==> config.mk <==
export PLATFORM = sky130hd
export DESIGN_NAME = duft_vec_sequencer
export DESIGN_NICKNAME = d
export VERILOG_FILES = /design/src/rtl/duft_vec_sequencer.sv
export SDC_FILE = /design/constraint.sdc
export NUM_CORES = 1
export LEC_CHECK = 0
export ABC_AREA = 1
export CAP_MARGIN = 20
export CORE_MARGIN = 2
export CORE_UTILIZATION = 31
export CTS_CLUSTER_SIZE = 8
export DETAILED_ROUTE_END_ITERATION = 10
export GPL_ROUTABILITY_DRIVEN = 0
export MAX_ROUTING_LAYER = met4
export PLACE_DENSITY_LB_ADDON = 0.12
export SLEW_MARGIN = 20
export SYNTH_ARGS = -nofsm -noshare
export SYNTH_HDL_FRONTEND = slang
export SYNTH_SLANG_ARGS = --single-unit
==> constraint.sdc <==
create_clock -name clk -period 1.5 [get_ports clk]
set_input_delay 0.15 -clock clk [delete_from_list [all_inputs] [get_ports clk]]
set_output_delay 0.15 -clock clk [all_outputs]
set_load 0.1 [all_outputs]
==> src/rtl/duft_vec_sequencer.sv <==
// Command sequencer for the DUT pack/unpack stage: LOAD input words, RUN gated DUT clock, SNAP+DRAIN outputs.
// Owns every addr/en/mode strobe of the vector buffers.
module duft_vec_sequencer #(
    parameter int IN_WORDS  = 8,
    parameter int OUT_WORDS = 8,
    parameter int CNT_W     = 16
) (
    input  logic             clk,
    input  logic             reset,
    input  logic             cmd_valid,
    output logic             cmd_ready,
    input  logic [1:0]       cmd_op,
    input  logic [CNT_W-1:0] cmd_cycles,
    input  logic             in_valid,
    output logic             in_ready,
    input  logic [31:0]      in_data,
    output logic             out_valid,
    input  logic             out_ready,
    output logic [31:0]      out_data,
    output logic [31:0]      dut_input_vec_addr,
    output logic [31:0]      dut_input_vec_from_axi,
    output logic             input_vec_en,
    output logic             input_vec_mode,
    output logic [31:0]      dut_output_vec_addr,
    input  logic [31:0]      dut_output_vec_to_axi,
    output logic             output_vec_en,
    output logic             output_vec_mode,
    output logic             dut_clk_en,
    output logic             busy,
    output logic             done
);
    localparam int MAX_W = (IN_WORDS > OUT_WORDS) ? IN_WORDS : OUT_WORDS;
    localparam int WC_W  = (MAX_W > 1) ? $clog2(MAX_W) : 1;
    localparam logic [WC_W-1:0] IN_LAST  = WC_W'(IN_WORDS - 1);
    localparam logic [WC_W-1:0] OUT_LAST = WC_W'(OUT_WORDS - 1);

    localparam logic [1:0] OP_LOAD   = 2'd0;
    localparam logic [1:0] OP_RUN    = 2'd1;
    localparam logic [1:0] OP_UNLOAD = 2'd2;
    localparam logic [1:0] OP_FULL   = 2'd3;

    typedef enum logic [2:0] {S_IDLE, S_LOAD, S_RUN, S_SNAP, S_DRAIN} state_t;

    state_t           state_q, state_d;
    logic [1:0]       op_q, op_d;
    logic [CNT_W-1:0] cyc_q, cyc_d;
    logic [WC_W-1:0]  wcnt_q, wcnt_d;
    logic             done_q, done_d;

    always_ff @(posedge clk or posedge reset) begin
        if (reset) begin
            state_q <= S_IDLE;
            op_q    <= OP_LOAD;
            cyc_q   <= '0;
            wcnt_q  <= '0;
            done_q  <= 1'b0;
        end else begin
            state_q <= state_d;
            op_q    <= op_d;
            cyc_q   <= cyc_d;
            wcnt_q  <= wcnt_d;
            done_q  <= done_d;
        end
    end

    always_comb begin
        state_d                = state_q;
        op_d                   = op_q;
        cyc_d                  = cyc_q;
        wcnt_d                 = wcnt_q;
        done_d                 = 1'b0;
        cmd_ready              = 1'b0;
        in_ready               = 1'b0;
        out_valid              = 1'b0;
        out_data               = '0;
        dut_input_vec_addr     = '0;
        dut_input_vec_from_axi = '0;
        input_vec_en           = 1'b0;
        input_vec_mode         = 1'b0;
        dut_output_vec_addr    = '0;
        output_vec_en          = 1'b0;
        output_vec_mode        = 1'b0;
        dut_clk_en             = 1'b0;

        case (state_q)
            S_IDLE: begin
                // The done cycle blocks acceptance so completion and a new command never overlap.
                cmd_ready = !done_q;
                if (cmd_valid && !done_q) begin
                    op_d   = cmd_op;
                    cyc_d  = cmd_cycles;
                    wcnt_d = '0;
                    case (cmd_op)
                        OP_RUN:    state_d = S_RUN;
                        OP_UNLOAD: state_d = S_SNAP;
                        default:   state_d = S_LOAD;
                    endcase
                end
            end
            S_LOAD: begin
                in_ready = 1'b1;
                if (in_valid) begin
                    input_vec_en           = 1'b1;
                    input_vec_mode         = 1'b1;
                    dut_input_vec_addr     = 32'(wcnt_q);
                    dut_input_vec_from_axi = in_data;
                    if (wcnt_q == IN_LAST) begin
                        wcnt_d = '0;
                        if (op_q == OP_FULL) begin
                            state_d = S_RUN;
                        end else begin
                            state_d = S_IDLE;
                            done_d  = 1'b1;
                        end
                    end else begin
                        wcnt_d = wcnt_q + 1'b1;
                    end
                end
            end
            S_RUN: begin
                // A zero count still spends one cycle here, with the clock gated off.
                if (cyc_q != '0) begin
                    dut_clk_en = 1'b1;
                    cyc_d      = cyc_q - 1'b1;
                end
                if (cyc_q <= CNT_W'(1)) begin
                    if (op_q == OP_FULL) begin
                        state_d = S_SNAP;
                    end else begin
                        state_d = S_IDLE;
                        done_d  = 1'b1;
                    end
                end
            end
            S_SNAP: begin
                output_vec_en   = 1'b1;
                output_vec_mode = 1'b1;
                wcnt_d          = '0;
                state_d         = S_DRAIN;
            end
            S_DRAIN: begin
                out_valid           = 1'b1;
                dut_output_vec_addr = 32'(wcnt_q);
                out_data            = dut_output_vec_to_axi;
                if (out_ready) begin
                    if (wcnt_q == OUT_LAST) begin
                        wcnt_d  = '0;
                        state_d = S_IDLE;
                        done_d  = 1'b1;
                    end else begin
                        wcnt_d = wcnt_q + 1'b1;
                    end
                end
            end
            default: state_d = S_IDLE;
        endcase
    end

    assign busy = (state_q != S_IDLE);
    assign done = done_q;

endmodule
==> impl_metrics.ini <==
[grt]
grtUsageMet3 = 0.0374
grt_pass1_vias = 3429
grt_pass1_wl_um = 17000
antenna_found_initial = 0
grt_max_degree = 35
grt_overflow_total = 0
grt_usage = 0.216
use_met2 = 0.398
grt.busiest_layer = met2
grt_util_met1 = 0.243

[critical_path]
path_delay_family = buffers and inverters
worstPathCellList = inv_4 -> nand3_4 -> bufbuf_16 -> nor2_4 -> buf_12
max_stage_delay_ns = 0.45
crit_fanout = 5
cp.buffers_inverters = 3
critPathKind = flop to primary output
crit_required_ns = 1.35
start_kind = flop
crit_path_top_delay_cell = dfrtp_2
cp-end-kind = primary output
arrival_ns = 1.57

[sta]
slew_violations = 0
hold_viol = 0
fin_tns_setup_ns = -13.29
fmax_mhz = 581
hold_ws_ns = 0.216
finalCriticalPeriod_ns = 1.72
setup_viol = 100
fin_skew_ns = 0.00646
worst_slack_ns = -0.220
fin_crit_sh = 1.15
grt_setup_unrepaired = yes

[synth]
synthFlopType = dfrtp_1
synth_top_area_cell = dfrtp_1
synthesis.area_sq_um = 2910
yosys-top-cells-count = nand2_1, nor2_1, inv_1
synth.area.top_cells = dfrtp_1, nand2_1, buf_4
seq_area_frac_synth = 0.215
synthDistinctLibCells = 33
synth.top_cell.area_share = 0.215
async_flop_share = 1.00
avgSynthCellArea_sq_um = 6.00
synth_warnings = 0
synth_cells = 485
synth_edf_count = 0
ys_ff_latch = 25
yosysMostFrequentCell = nand2_1

[finish]
antenna_cells = 0
seqCellArea_sq_um = 631
synthToLayoutAreaGrowth_pct = 136
fin_nets = 802
multi_input_area_sq_um = 2450
fin_util = 0.750
fill_cells = 606
drive_above_1_share = 0.440

[place]
portBuffers = 166
dp_hpwl_um = 9100
dp_slack_ns = -0.0381

[floorplanning]
core_sq_um = 9150
fp-row-count = 35
die_area_sq_um = 10200
initial_core_util = 0.318
die_width_um = 101
die_h_um = 101
ios = 225

[route]
ant_nets = 0
drt-initial-drc-count = 73
viasPerCell = 4.43
dr.pass1.iters = 4
routed_wl_um = 12000
dr_total_vias = 3632
avgRoutedWirePerCell_um = 14.6
drc = 0

[cts]
path_clk_slew_ns = 0.10
root_buffer = clkbuf_8
htree_num_levels = 1
postCtsHoldBufs = 0
cts_buffers = 3
clock_path_buffers = 2
cts_tree = yes
clkLatencyLatePin_ns = 0.28
cts.sinks = 25

[power]
p_leak_nw = 3.08
p_per_area_nw_per_um2 = 1740
ir_worst_vdd_mv = 0.890

[status]
status = complete, but fails checks
violations = negative setup slack

[min_path]
min_path_type = primary input to asynchronous set/reset pin

[job]
drv_cap = 0
-- state kept, by name (all words and copies together), names as in the netlist --
name,flops
wcnt_q,3
state_q,3
done,1
op_q,2
cyc_q,16
-- kinds of logic after synthesis --
kind of cell	count (synthesis)	share of synthesized area
adders and majority gates	5	0.0215
DFF	25	0.215
AOI/OAI and AO/OA	26	0.0598
other	1	0.00129
and+or+nand+nor	282	0.425
buffers and inverters	146	0.277
-- placed cells by master, fill, tap and decap left out, drive strengths merged --
cell type and count:
nand3b 1, and2 1, clkinvlp 2, nor2 104, or2 4, clkdlybuf4s50 86
nand4 2, o22ai 3, inv 68, buf 148, ha 5, dfrtp 25
nand2 138, bufbuf 1, clkbuf 8, a21oi 1, o31ai 1, nand3 30
conb 58, o21ai 21, nor3 2
-- through the flow --
stage,instance area (sq um),instances,total power [mW]
finish,6860,820,11.9
global route,6860,820,12.5
CTS,6550,810,11.1
detailed placement,6120,782,9.81
global placement,6120,782,9.68
floorplan,3770,542,7.16
-- metal layers --
metal | vias to the layer above | wire, um
met5 | - | 0
li1 | 1785 | -
met3 | 15 | 768
met1 | 1701 | 4420
met4 | 0 | 224
met2 | 131 | 6590
-- timing repair --
action / 4_1_cts / 5_1_grt
gates resized for setup: 39 / 54
pin swaps: 15 / 32
cloned: 3 / 4
endpoints found under the setup margin: 79 / 100
setup buffers: 21 / 10
hold endpoints to repair: 0 / 0
-- power by group --
group | internal (mW) | leakage, nW | switching (mW)
combinational | 3.99 | 2.75 | 6.29
clock | 0.191 | 0.0228 | 0.242
sequential | 0.975 | 0.310 | 0.231
total | 5.16 | 3.08 | 6.76
-- worst min-delay path: stages --
cell and delay [ns]:
clkdlybuf4s50_1 0.39, inv_1 0.05, buf_4 0.31
-- worst paths after layout --
| kind | start | endpoint | slack (ns) | cells after the start |
|---|---|---|---|---|
| max | state_q[2]$_DFFE_PP0P_ | dut_input_vec_from_axi[4] | -0.22 | 5 |
| min | reset | cyc_q[7]$_DFFE_PP0P_ | 0.22 | 3 |
| max reg2reg | state_q[0]$_DFFE_PP0P_ | wcnt_q[1]$_DFFE_PP0P_ | -0.12 | 10 |
| min reg2reg | op_q[0]$_DFFE_PP0P_ | op_q[0]$_DFFE_PP0P_ | 0.52 | 2 |
| max in group asynchronous | reset | state_q[2]$_DFFE_PP0P_ | 1.00 | 3 |
| min in group clk | cmd_op[1] | op_q[1]$_DFFE_PP0P_ | 0.47 | 3 |
-- final cells by class --
cell class / instances / share of cell area
clock buffers: 4 / 0.00656
inverters: 70 / 0.0419
multi-input cells: 371 / 0.357
flip-flops and latches: 25 / 0.0919
well taps: 111 / 0.0202
repair buffers: 239 / 0.482
Note: power is estimated with default switching activity, not from simulation.
